$ cat config.mk
export PLATFORM = sky130hd
export DESIGN_NAME = nibble_serial_adder_ctrl
export DESIGN_NICKNAME = d
export VERILOG_FILES = /design/src/rtl/alu_defs.sv /design/src/rtl/FourBitAdder.sv /design/src/rtl/nibble_serial_adder_ctrl.sv
export SDC_FILE = /design/constraint.sdc
export NUM_CORES = 1
export LEC_CHECK = 0
export CORE_UTILIZATION = 32
export DETAILED_ROUTE_END_ITERATION = 8
export GPL_ROUTABILITY_DRIVEN = 0
export GPL_TIMING_DRIVEN = 0
export PLACE_DENSITY = 0.6
export SLEW_MARGIN = 20
export SYNTH_ARGS = -nofsm -noshare
export SYNTH_HDL_FRONTEND = slang
export SYNTH_SLANG_ARGS = --single-unit
$ cat constraint.sdc
create_clock -name clk -period 3.66 [get_ports clk]
set_input_delay 0.366 -clock clk [delete_from_list [all_inputs] [get_ports clk]]
set_output_delay 0.366 -clock clk [all_outputs]
set_load 0.03 [all_outputs]
$ cat src/rtl/alu_defs.sv
// ----------------------------------------------------------------------------
// alu_defs
//   Shared definitions for the nibble-serial arithmetic path.
//   - state_e   : controller state encoding (IDLE / RUN / DONE)
//   - NIBBLE_W  : width of the shared adder slice
//   - OP_ADD / OP_SUB : encoding of the 'sub' request bit
// ----------------------------------------------------------------------------
package alu_defs;

    typedef enum logic [1:0] {
        ST_IDLE = 2'd0,
        ST_RUN  = 2'd1,
        ST_DONE = 2'd2
    } state_e;

    localparam int NIBBLE_W = 4;

    localparam logic OP_ADD = 1'b0;
    localparam logic OP_SUB = 1'b1;

endpackage : alu_defs

$ cat src/rtl/FourBitAdder.sv
// ----------------------------------------------------------------------------
// FourBitAdder
//   Purely combinational 4-bit adder with carry in/out; the single datapath
//   slice that the serial controller time-shares across all nibbles.
//
//   Ports:
//     in1       in   NIBBLE_W  first addend nibble
//     in2       in   NIBBLE_W  second addend nibble
//     carry_in  in   1         incoming carry
//     sum       out  NIBBLE_W  sum nibble
//     carry_out out  1         outgoing carry
// ----------------------------------------------------------------------------
module FourBitAdder
    import alu_defs::*;
(
    input  logic [NIBBLE_W-1:0] in1,
    input  logic [NIBBLE_W-1:0] in2,
    input  logic                carry_in,
    output logic [NIBBLE_W-1:0] sum,
    output logic                carry_out
);

    // Widen by one bit so the carry falls out of the top of the addition.
    assign {carry_out, sum} = (NIBBLE_W+1)'(in1)
                            + (NIBBLE_W+1)'(in2)
                            + (NIBBLE_W+1)'(carry_in);

endmodule : FourBitAdder

$ cat src/rtl/nibble_serial_adder_ctrl.sv
// ----------------------------------------------------------------------------
// nibble_serial_adder_ctrl
//   Adds or subtracts two WIDTH-bit operands through one shared 4-bit adder,
//   one nibble per clock, LSB nibble first. Subtraction is a + ~b + 1: the
//   B operand is inverted at capture and the carry register is seeded with 1.
//   WIDTH must be a multiple of 4 and at least 8.
//
//   Ports:
//     clk        in   1      rising-edge clock
//     rst_n      in   1      asynchronous active-low reset
//     start      in   1      request, accepted only while ready=1
//     sub        in   1      sampled with start: 1 = op_a - op_b
//     op_a       in   WIDTH  first operand, sampled with start
//     op_b       in   WIDTH  second operand, sampled with start
//     clear      in   1      synchronous abort back to IDLE (beats start)
//     ready      out  1      high only in IDLE
//     busy       out  1      high in RUN
//     done       out  1      one-cycle pulse, result valid
//     result     out  WIDTH  sum/difference, stable from done to next start
//     carry_out  out  1      final carry (sub: 1 = no borrow)
//     overflow   out  1      two's-complement overflow
// ----------------------------------------------------------------------------
module nibble_serial_adder_ctrl
    import alu_defs::*;
#(
    parameter int WIDTH = 32
)
(
    input  logic             clk,
    input  logic             rst_n,
    input  logic             start,
    input  logic             sub,
    input  logic [WIDTH-1:0] op_a,
    input  logic [WIDTH-1:0] op_b,
    input  logic             clear,
    output logic             ready,
    output logic             busy,
    output logic             done,
    output logic [WIDTH-1:0] result,
    output logic             carry_out,
    output logic             overflow
);

    localparam int               NIBBLES  = WIDTH / NIBBLE_W;
    localparam int               CNT_W    = $clog2(NIBBLES);
    localparam logic [CNT_W-1:0] LAST_CNT = CNT_W'(NIBBLES - 1);

    state_e             r_state;
    logic [CNT_W-1:0]   r_cnt;
    logic [WIDTH-1:0]   r_a;
    logic [WIDTH-1:0]   r_b;        // already inverted for subtraction
    logic               r_carry;
    logic [WIDTH-1:0]   r_result;
    logic               r_carry_out;
    logic               r_overflow;
    logic               r_done;
    logic               r_busy;
    logic               r_ready;

    logic [NIBBLE_W-1:0] w_nib_a;
    logic [NIBBLE_W-1:0] w_nib_b;
    logic [NIBBLE_W-1:0] w_sum;
    logic                w_carry;
    logic [CNT_W+1:0]    w_lsb;

    // Bit offset of the active nibble: counter * 4, formed by concatenation
    // so the index is exactly as wide as a bit address into WIDTH.
    assign w_lsb   = {r_cnt, 2'b00};
    assign w_nib_a = r_a[w_lsb +: NIBBLE_W];
    assign w_nib_b = r_b[w_lsb +: NIBBLE_W];

    FourBitAdder u_adder (
        .in1       (w_nib_a),
        .in2       (w_nib_b),
        .carry_in  (r_carry),
        .sum       (w_sum),
        .carry_out (w_carry)
    );

    // NOTE: sequential state uses non-blocking assignments only, so every
    // register samples pre-edge values and simulation matches the flops.
    // NOTE: operand registers are reset along with the rest; they are only a
    // few flops, and it keeps the nibble mux free of X after reset.
    always_ff @(posedge clk or negedge rst_n) begin
        if (!rst_n) begin
            r_state     <= ST_IDLE;
            r_cnt       <= '0;
            r_a         <= '0;
            r_b         <= '0;
            r_carry     <= 1'b0;
            r_result    <= '0;
            r_carry_out <= 1'b0;
            r_overflow  <= 1'b0;
            r_done      <= 1'b0;
            r_busy      <= 1'b0;
            r_ready     <= 1'b1;
        end else if (clear) begin
            // Abort: result flags keep their (now invalid) values.
            r_state <= ST_IDLE;
            r_cnt   <= '0;
            r_done  <= 1'b0;
            r_busy  <= 1'b0;
            r_ready <= 1'b1;
        end else begin
            case (r_state)
                ST_IDLE: begin
                    if (start) begin
                        r_a     <= op_a;
                        r_b     <= (sub == OP_SUB) ? ~op_b : op_b;
                        r_carry <= sub;
                        r_cnt   <= '0;
                        r_state <= ST_RUN;
                        r_ready <= 1'b0;
                        r_busy  <= 1'b1;
                    end
                end

                ST_RUN: begin
                    r_result[w_lsb +: NIBBLE_W] <= w_sum;
                    r_carry                     <= w_carry;
                    if (r_cnt == LAST_CNT) begin
                        r_cnt       <= '0;
                        r_carry_out <= w_carry;
                        // Overflow: operands agree in sign, sum disagrees.
                        r_overflow  <= (r_a[WIDTH-1] == r_b[WIDTH-1])
                                    && (w_sum[NIBBLE_W-1] != r_a[WIDTH-1]);
                        r_state     <= ST_DONE;
                        r_done      <= 1'b1;
                        r_busy      <= 1'b0;
                    end else begin
                        r_cnt <= r_cnt + 1'b1;
                    end
                end

                ST_DONE: begin
                    // start here is dropped, not queued.
                    r_done  <= 1'b0;
                    r_ready <= 1'b1;
                    r_state <= ST_IDLE;
                end

                default: begin
                    r_state <= ST_IDLE;
                    r_done  <= 1'b0;
                    r_busy  <= 1'b0;
                    r_ready <= 1'b1;
                end
            endcase
        end
    end

    assign ready     = r_ready;
    assign busy      = r_busy;
    assign done      = r_done;
    assign result    = r_result;
    assign carry_out = r_carry_out;
    assign overflow  = r_overflow;

endmodule : nibble_serial_adder_ctrl

==> results of run 1 <==
==> critical path: cells and delay by family, from the launching register on <==
family	cells	cell delay, ns
buffers and inverters	3	0.53
xor gates and xnor gates	1	0.36
muxes	2	0.79
and+or+nand+nor	3	0.30
DFF	1	0.61
adders and majority gates	2	0.65
==> cell families (layout without fill, tap and decap cells) <==
family | Yosys count | in the layout
and+or+nand+nor | 126 | 126
DFF | 107 | 107
AOI/OAI and AO/OA | 68 | 68
muxes | 62 | 62
buffers and inverters | 34 | 154
xor gates and xnor gates | 33 | 33
adders and majority gates | 12 | 12
==> path summary, 6_finish.rpt <==
kind	startpoint	to	slack (ns)	depth (start not counted)
worst min register to register	ready$_DFFE_PN1P_	ready$_DFFE_PN1P_	0.46	2
min in group asynchronous	rst_n	result[13]$_DFFE_PN0P_	0.53	2
worst max register to register	r_cnt[0]$_DFFE_PN0P_	result[14]$_DFFE_PN0P_	0.30	11
worst max-delay path	r_cnt[0]$_DFFE_PN0P_	result[14]$_DFFE_PN0P_	0.30	11
worst min-delay path	clear	busy$_DFFE_PN0P_	0.26	2
max in group asynchronous	rst_n	r_b[1]$_DFFE_PN0P_	2.49	3
==> per-stage QoR <==
stage	total power, W	TNS, ns
finish	0.003152	0
global route	0.003331	0
CTS	0.003185	0
detailed placement	0.002259	0
global placement	0.002229	-170.79
floorplan	0.001941	0
==> area by class of cell <==
type / count / area share
clock inverter: 5 / 0.005837
inverter: 10 / 0.005472
tap: 216 / 0.03940
multi-input combinational: 301 / 0.3464
sequential: 107 / 0.3906
buffer: 24 / 0.02153
clock buffer: 10 / 0.03484
timing repair buffer: 105 / 0.1560
==> Yosys cell counts, drive strengths merged, types with 2 or more instances <==
cell type	n
nor3	4
clkbuf	5
buf	19
or3	2
nand4	3
xnor2	32
nor2b	3
o21ai	15
a31oi	2
o21bai	2
nor3b	2
mux2	46
inv	9
nor2	47
nand4b	3
nand3	3
ha	10
nand2	47
and2	4
o31ai	7
o211ai	2
dfrtp	106
or2	2
fa	2
a21oi	36
mux4	16
==> metal layers <==
metal	GRT usage	vias to the layer above	wire [µm]
li1	-	1772	-
met5	0	-	0
met2	0.2683	92	6102
met4	0.05130	0	139
met3	0.03034	9	482
met1	0.2045	1831	5584
==> power by group <==
group          internal [W]  switching [W]  total, W
logic              0.000388       0.000408  0.000796
registers           0.00135      0.0000897   0.00144
clock network      0.000479       0.000438  0.000916
==> state kept, by name, indices dropped and copies added (netlist names), 2 cells and up <==
name     cells
r_a         32
r_b         32
result      32
r_cnt        3
r_state      2
==> timing repair <==
item                                    CTS  global route
hold buffers                              1             0
hold endpoints to repair                 49             0
resized for setup                         0             1
endpoints found under the setup margin    0             6
==> key figures, run 1 <==
Run status
  • Status: completed

Cells and area
  • Most common cell after layout, fill and taps aside: dfrtp_1
  • Post-Route Utilization: 0.4302
  • Nets: 639
  • Layout cells sized above 1: 0.1655
  • Area Growth Syn to Fin: 31.09%
  • Finished layout cell area: 6859 µm²
  • Post-route insts no fill: 778
  • Most frequent cells in the layout: dfrtp_1 (106), clkdlybuf4s50_1 (102), nand2_1 (47), nor2_1 (47), mux2_2 (46)
  • Seq. cell area: 2679 µm²
  • ANT cells: 0
  • Fill count: 1491
  • Multi-input logic area: 2376 µm²

Pwr
  • Pwr/cell area: 459.6 nW/µm²
  • Worst IR Drop VDD: 0.0003165 V
  • Static Leakage: 2.805 nW

STA
  • Final Max Slew Viols: 0
  • Final Critical Period: 3.356 ns
  • Worst-Margin Slew: 0.5996 ns
  • Final hold vios: 0
  • Worst hold margin: 0.2639 ns
  • RSZ-0062 raised after global routing: no
  • Skew final: 0.007134 ns
  • Crit path setup slack, layout: 0.3038 ns
  • Peak Freq: 298.0 MHz
  • Crit share post-route: 0.9170
  • Slew margin rel.: 0.5985
  • Setup violations, final: 0

Global routing
  • Vias in the first global route: 3829
  • Largest net degree at the start of global routing: 58
  • Gr ovfl total: 0
  • All-Layer GR Usage: 0.1586
  • Antenna violations before repair: 0
  • First-pass GRT wire length: 20000 µm

Die
  • Io pins: 106
  • Chip height: 129.9 µm
  • Die W: 129.9 µm
  • Full die area: 16870 µm²
  • Cell Rows: 46
  • Core area: 15940 µm²
  • Starting Density: 0.3282

CTS
  • Clock-pin slew of the registers on the worst-case setup and hold paths: 0.07 ns
  • Clock Path Buffers: 2
  • Worst skew pair latency: 0.35 ns
  • Root buf cell: clkbuf_16
  • Clock Sinks: 107
  • Cts bufs inserted: 9
  • CTS tree: done
  • Setup bufs post-CTS: 0
  • Htree depth: 3

Placement
  • DP HPWL: 9245 µm
  • Pre-CTS setup slack: 0.1274 ns
  • Placed insts: 762
  • DP Area: 6563 µm²
  • IO buf count: 103

Synth
  • Register area share after synthesis: 0.5120
  • #FFs+latches synth: 107
  • Synth Flop Type: dfrtp_1
  • Compound-Gate Fraction of Synth Area: 0.07293
  • Post-Synth Adder-Cell Area: 0.03156
  • Post-synth EDFFs: 0
  • Asr flop ratio synth: 1.000
  • Post-Syn Nets: 523
  • Synthesized area: 5233 µm²
  • Synth warn: 0
  • Simple-gate area share of the yosys netlist: 0.1172
  • Top-area cell type share of the netlist area: 0.5069
  • Synth Area in XOR/XNOR: 0.05524
  • Mapped Cells: 442
  • Synth area leaders: dfrtp_1 (51%), mux2_2 (9.9%), mux4_1 (5.5%)
  • Distinct cells, synth: 49
  • Main combinational cell family by area after synthesis: multiplexers
  • Yosys top cell by area: dfrtp_1
  • Multiplexer area fraction after synthesis: 0.1758
  • Avg Inst Size Synth: 11.84 µm²

Route
  • Post-route ant nets: 0
  • Final WL: 12310 µm
  • DRC: 0
  • Vias: 3704
  • WL per Instance: 15.82 µm
  • DRT iter0 DRCs: 173
  • Via/cell ratio: 4.761
  • DR pass1 iterations: 5

Worst setup path
  • Req. time, crit path: 3.89 ns
  • CP Capture Type: flop
  • Worst path max stage delay: 0.61 ns
  • Critical path class: reg2reg
  • Worst path arrival time: 3.59 ns
  • Startpoint types: flop
  • Worst-path fanout max: 10
  • Crit path cell chain: buf_6 -> buf_12 -> mux4_2 -> nand2_1 -> nand2_1 -> fa_1 -> inv_1 -> fa_1 -> xor2_2 -> nor2_1 -> mux2_2
  • Critical path's slowest cell: dfrtp_1

Min path
  • Worst min-delay path class: in2reg

Run
  • Max_cap viols: 0
(Power assumes the default switching activity.)
==> run 2, diff against run 1 <==
- CTS_BUF_LIST: default -> sky130_fd_sc_hd__clkbuf_4 sky130_fd_sc_hd__clkbuf_8
- HOLD_SLACK_MARGIN: default -> 0.03
==> run 2 against run 1 <==
Net effect: clock power decreased by 26%; combinational power barely moved; worst setup slack better by 0.0013 ns; count of clock-buffer cells in the layout unchanged; design area decreased by 1.5%; sequential cell count did not move; wire length down 0.23%; power down 7.6%; maximum frequency about the same; global-route usage did not move; critical path type unchanged; largest cell class unchanged; highest routed layer unchanged.
==> key figures, run 2 (synthesized netlist as in run 1, its figures left out) <==
Placement
  • Placed insts: 762
  • IO buf count: 103
  • DP HPWL: 9245 µm
  • Pre-CTS setup slack: 0.1274 ns

Global routing
  • Vias in the first global route: 3841
  • Largest net degree at the start of global routing: 58
  • Antenna violations before repair: 0
  • M2 GR Usage: 0.2686
  • Met1 Use GR: 0.2034
  • GRT busiest layer: met2
  • Gr ovfl total: 0
  • First-pass GRT wire length: 20030 µm
  • GR Util met3: 0.03403
  • All-Layer GR Usage: 0.1586

CTS
  • Clock-pin slew of the registers on the worst-case setup and hold paths: 0.10 ns
  • Setup bufs post-CTS: 0
  • Clock Sinks: 107
  • Root buf cell: clkbuf_8
  • Worst skew pair latency: 0.39 ns
  • CTS tree: done
  • Cts bufs inserted: 9
  • Clock Path Buffers: 2
  • Htree depth: 3

Cells and area
  • Fill count: 1501
  • Multi-input logic area: 2376 µm²
  • Most frequent cells in the layout: dfrtp_1 (106), clkdlybuf4s50_1 (102), nand2_1 (47), nor2_1 (47), mux2_2 (46)
  • Seq. cell area: 2679 µm²
  • Layout cells sized above 1: 0.1655
  • Post-route insts no fill: 778
  • Most common cell after layout, fill and taps aside: dfrtp_1
  • Nets: 639
  • ANT cells: 0
  • Area Growth Syn to Fin: 29.15%

STA
  • Crit path setup slack, layout: 0.3051 ns
  • Worst hold margin: 0.2232 ns
  • Slew margin rel.: 0.5901
  • Setup_tns: 0 ns
  • Crit share post-route: 0.9166
  • Peak Freq: 298.1 MHz
  • Skew final: 0.01031 ns
  • Setup violations, final: 0
  • Worst-Margin Slew: 0.6122 ns
  • RSZ-0062 raised after global routing: no
  • Final Critical Period: 3.355 ns
  • Final Max Slew Viols: 0
  • Final hold vios: 0

Die
  • Core area: 15940 µm²
  • Starting Density: 0.3282
  • Die W: 129.9 µm
  • Full die area: 16870 µm²
  • Chip height: 129.9 µm
  • Cell Rows: 46
  • Io pins: 106

Route
  • WL per Instance: 15.78 µm
  • DR pass1 iterations: 6
  • Via/cell ratio: 4.746
  • DRT iter0 DRCs: 150
  • DRC: 0
  • Post-route ant nets: 0
  • Vias: 3692
  • Final WL: 12280 µm

Worst setup path
  • Worst R2R Start: r_cnt[0]$_DFFE_PN0P_
  • Startpoint types: flop
  • Critical path class: reg2reg
  • Worst-path fanout max: 10
  • CP Capture Type: flop
  • Worst path arrival time: 3.63 ns
  • Critical Path Source: r_cnt[0]$_DFFE_PN0P_
  • Req. time, crit path: 3.94 ns

Pwr
  • Static Leakage: 2.759 nW
  • Int Power: 0.002001 W
  • Pwr/cell area: 430.9 nW/µm²
  • Sw frac: 0.3126
  • Clock power frac: 0.233
  • Total power: 0.002912 W
  • Seq pwr share: 0.494
  • Worst IR Drop VDD: 0.0003152 V
  • Comb power frac: 0.273
  • Switching pwr: 0.0009103 W

Run status
  • Status: completed

Run
  • Max_cap viols: 0

Min path
  • Hold path start: clear
  • Worst min-delay path class: in2reg
-- run 2: repair_timing --
action | 4_1_cts | 5_1_grt
resized for setup | 0 | 1
setup endpoints to repair | 0 | 6
hold buffers | 1 | 0
endpoints found under the hold margin | 49 | 0
-- run 2: layer usage --
layer,vias to the layer above,part of all wire
met3,13,0.047
li1,1770,-
met4,0,0.012
met2,97,0.49
met1,1812,0.45
met5,-,0
-- run 2: area by class of cell --
type,instances,area share
repair buffers,105,0.1583
well taps,216,0.03999
inverters,10,0.005555
plain buffers,24,0.02185
clock buffers,10,0.02037
flip-flops and latches,107,0.3964
multi-input cells,301,0.3516
clock inverters,5,0.005925
-- run 2: power groups by stage --
stage | sequential (W) | clock, W | combinational, W
after floorplan | 0.00148 | 0 | 0.000460
after global placement | 0.00146 | 0 | 0.000773
after detailed placement | 0.00146 | 0 | 0.000794
after CTS | 0.00144 | 0.000701 | 0.000799
after global routing | 0.00146 | 0.000750 | 0.000878
final | 0.00144 | 0.000677 | 0.000796
-- run 2: critical path, cell delays in order, from the launching register on --
cell	delay [ns]
dfrtp_1	0.62
buf_6	0.27
buf_12	0.18
mux4_2	0.52
nand2_1	0.09
nand2_1	0.09
fa_1	0.42
inv_1	0.08
fa_1	0.23
xor2_2	0.36
nor2_1	0.12
mux2_2	0.28
-- run 2: worst paths after layout --
check | slack, ns | to | depth (start not counted)
max | 0.31 | result[26]$_DFFE_PN0P_ | 11
min | 0.22 | busy$_DFFE_PN0P_ | 2
max reg2reg | 0.31 | result[26]$_DFFE_PN0P_ | 11
min reg2reg | 0.46 | ready$_DFFE_PN1P_ | 2
max in group asynchronous | 2.54 | r_b[1]$_DFFE_PN0P_ | 3
min in group asynchronous | 0.49 | result[13]$_DFFE_PN0P_ | 2
-- run 2: metrics by stage --
step | util | area [µm²]
after detailed placement | 0.4116 | 6563
final | 0.4239 | 6758
after global routing | 0.4239 | 6758
after floorplan | - | 5233
after global placement | 0.4098 | 6534
after CTS | 0.4234 | 6750
==> variant: new RTL, settings of run 2 <==
Encoding of `state_e`: now one-hot (3 bits for 3 states).
--- a/src/rtl/alu_defs.sv
+++ b/src/rtl/alu_defs.sv
@@ -9,6 +9,6 @@
 
-    typedef enum logic [1:0] {
-        ST_IDLE = 2'd0,
-        ST_RUN  = 2'd1,
-        ST_DONE = 2'd2
+    typedef enum logic [2:0] {
+        ST_IDLE = 3'b001,
+        ST_RUN  = 3'b010,
+        ST_DONE = 3'b100
     } state_e;
Behaviour: same outputs for any inputs over 4 cycles, from zero or initial values and one cycle with rst_n low; so few cycles prove little.
==> variant against run 2 <==
  * Area after synthesis fell by 0.43%
  * Sequential cell count rose by 1
  * Setup slack got worse by 7.0 ps
  * Hold slack improved by 46 ps
  * Final area rose by 0.52%
  * Total power rose by 5.7%
  * Wire length barely moved
  * Combinational power fell by 2%
==> variant: results (changes against run 2) <==
outcome=finished, final reports clean; Critical Path End=result[30]; most instantiated cells after synthesis=dfrtp_1 (106), mux2_2 (49), nand2_1 (47); crit path DAT=3630 ps (about the same); Final HPWL DP=9410 um (+1.8%); Yosys cell types=42 (-14%); Critical-path top delay cell=mux4_2; Compound-Gate Fraction of Synth Area=0.0692 (-0.00377); per-cell routed wire length=15.8 um (about the same); Nets=638 (-0.16%); Pleak=2.79 nW (+1.2%); Adder-Cell Fraction of Synth Area=0.0317 (+0.000136); R2R Setup Slk=300 ps; All-Layer GR Usage=0.158 (-0.000177); final wirelength=12,300 um (about the same); number of global-route vias before repair=3,923 (+2.1%); synth top area cells=dfrtp_1 (51%), mux2_2 (11%), mux4_2 (6.9%); pre-CTS WS=-379 ps (-506 ps); first drt pass iteration count=4 (-2); Seq/Total Area, Yosys=0.519 (+0.00726); actual slew at the worst max-slew pin=689 ps (+76.4 ps); worst reg2reg path depth=10 (-1); Root Driver=clkbuf_8; peak supply drop=0.246 mV (-22%); Iter 0 DRT Violations=215 (+43%); post-synthesis mux area share=0.181 (+0.00508); layout cells sized above 1=0.189 (+0.0231); Layout Skew=16.3 ps (+5.97 ps); Via Count=3,676 (-0.43%); htree depth=3 (unchanged); port bufs=103 (unchanged); CP max stage delay=540 ps (-80 ps); Ys Warns=0 (unchanged); pin count of the biggest net entering global routing=65 (+12%); xor-xnor portion of the synthesized cell area=0.0555 (+0.000239)
## variant: changes by cell type after synthesis, sizes merged, moves of 3 or more
cell and delta:
nor2 -5, mux2 +3, mux2i +3, o21ai -3
## variant: critical path, delay by kind of cell, from the launching register on
kind	cells	cell delay, ps
simple gates	3	290
fa+ha+maj	2	870
flops	1	460
buf+inv	2	440
mux	2	810
xor+xnor	1	370
## variant: where the power goes
part	total (mW)	leakage (nW)	switching [mW]	internal (mW)
logic	0.779	1.36	0.390	0.389
clock network	0.812	0.113	0.408	0.404
registers	1.49	1.32	0.106	1.38
## variant: repair_timing
action | 4_1_cts | 5_1_grt
hold endpoints to repair | 44 | 0
setup endpoints to repair | 16 | 14
hold buffers | 1 | 0
resized for setup | 3 | 3
setup buffers | 0 | 0
## variant: cell families (layout without fill, tap and decap cells)
logic type	count (synthesis)	in the layout
xor+xnor	33	33
compound gates	64	64
mux	68	68
flops	108	108
fa+ha+maj	12	12
buf+inv	33	153
simple gates	124	124
## variant: how the worst min path moves through the flow
stage,cells after the start,startpoint,to,slack (ps)
6_report,2,clear,done,270
5_1_grt,2,clear,done,270
4_1_cts,2,clear,done,250
3_5_place_dp,1,rst_n,r_a[1],320
3_3_place_gp,2,result[13],result[13],460
2_1_floorplan,0,rst_n,busy,70
## variant: metal layers
metal | track usage | vias up | part of all wire
li1 | - | 1765 | -
met1 | 0.190 | 1818 | 0.44
met2 | 0.282 | 79 | 0.51
met3 | 0.0285 | 14 | 0.034
met4 | 0.0609 | 0 | 0.017
met5 | 0 | - | 0
## variant: layout make-up
| class | instances | area, um2 |
|---|---|---|
| Timing Repair Buffer | 105 | 1070 |
| Tap cell | 216 | 270 |
| Multi-Input combinational cell | 301 | 2370 |
| Buffer | 23 | 123 |
| Sequential cell | 108 | 2710 |
| Fill cell | 1569 | 9090 |
| Clock buffer | 10 | 138 |
| Clock inverter | 6 | 86.3 |
| Inverter | 9 | 33.8 |
## variant: per-stage QoR
| step | hold WS, ps | setup TNS [ps] | power, mW | utilization | cell area (um2) |
|---|---|---|---|---|---|
| 5_1_grt | 267 | 0 | 3.26 | 0.428 | 6790 |
| 2_1_floorplan | 70.4 | 0 | 1.96 | - | 5210 |
| 3_3_place_gp | 462 | -191100 | 2.25 | 0.410 | 6510 |
| 3_5_place_dp | 322 | -3280 | 2.29 | 0.412 | 6540 |
| 6_report | 269 | 0 | 3.08 | 0.428 | 6790 |
| 4_1_cts | 251 | 0 | 3.11 | 0.427 | 6790 |
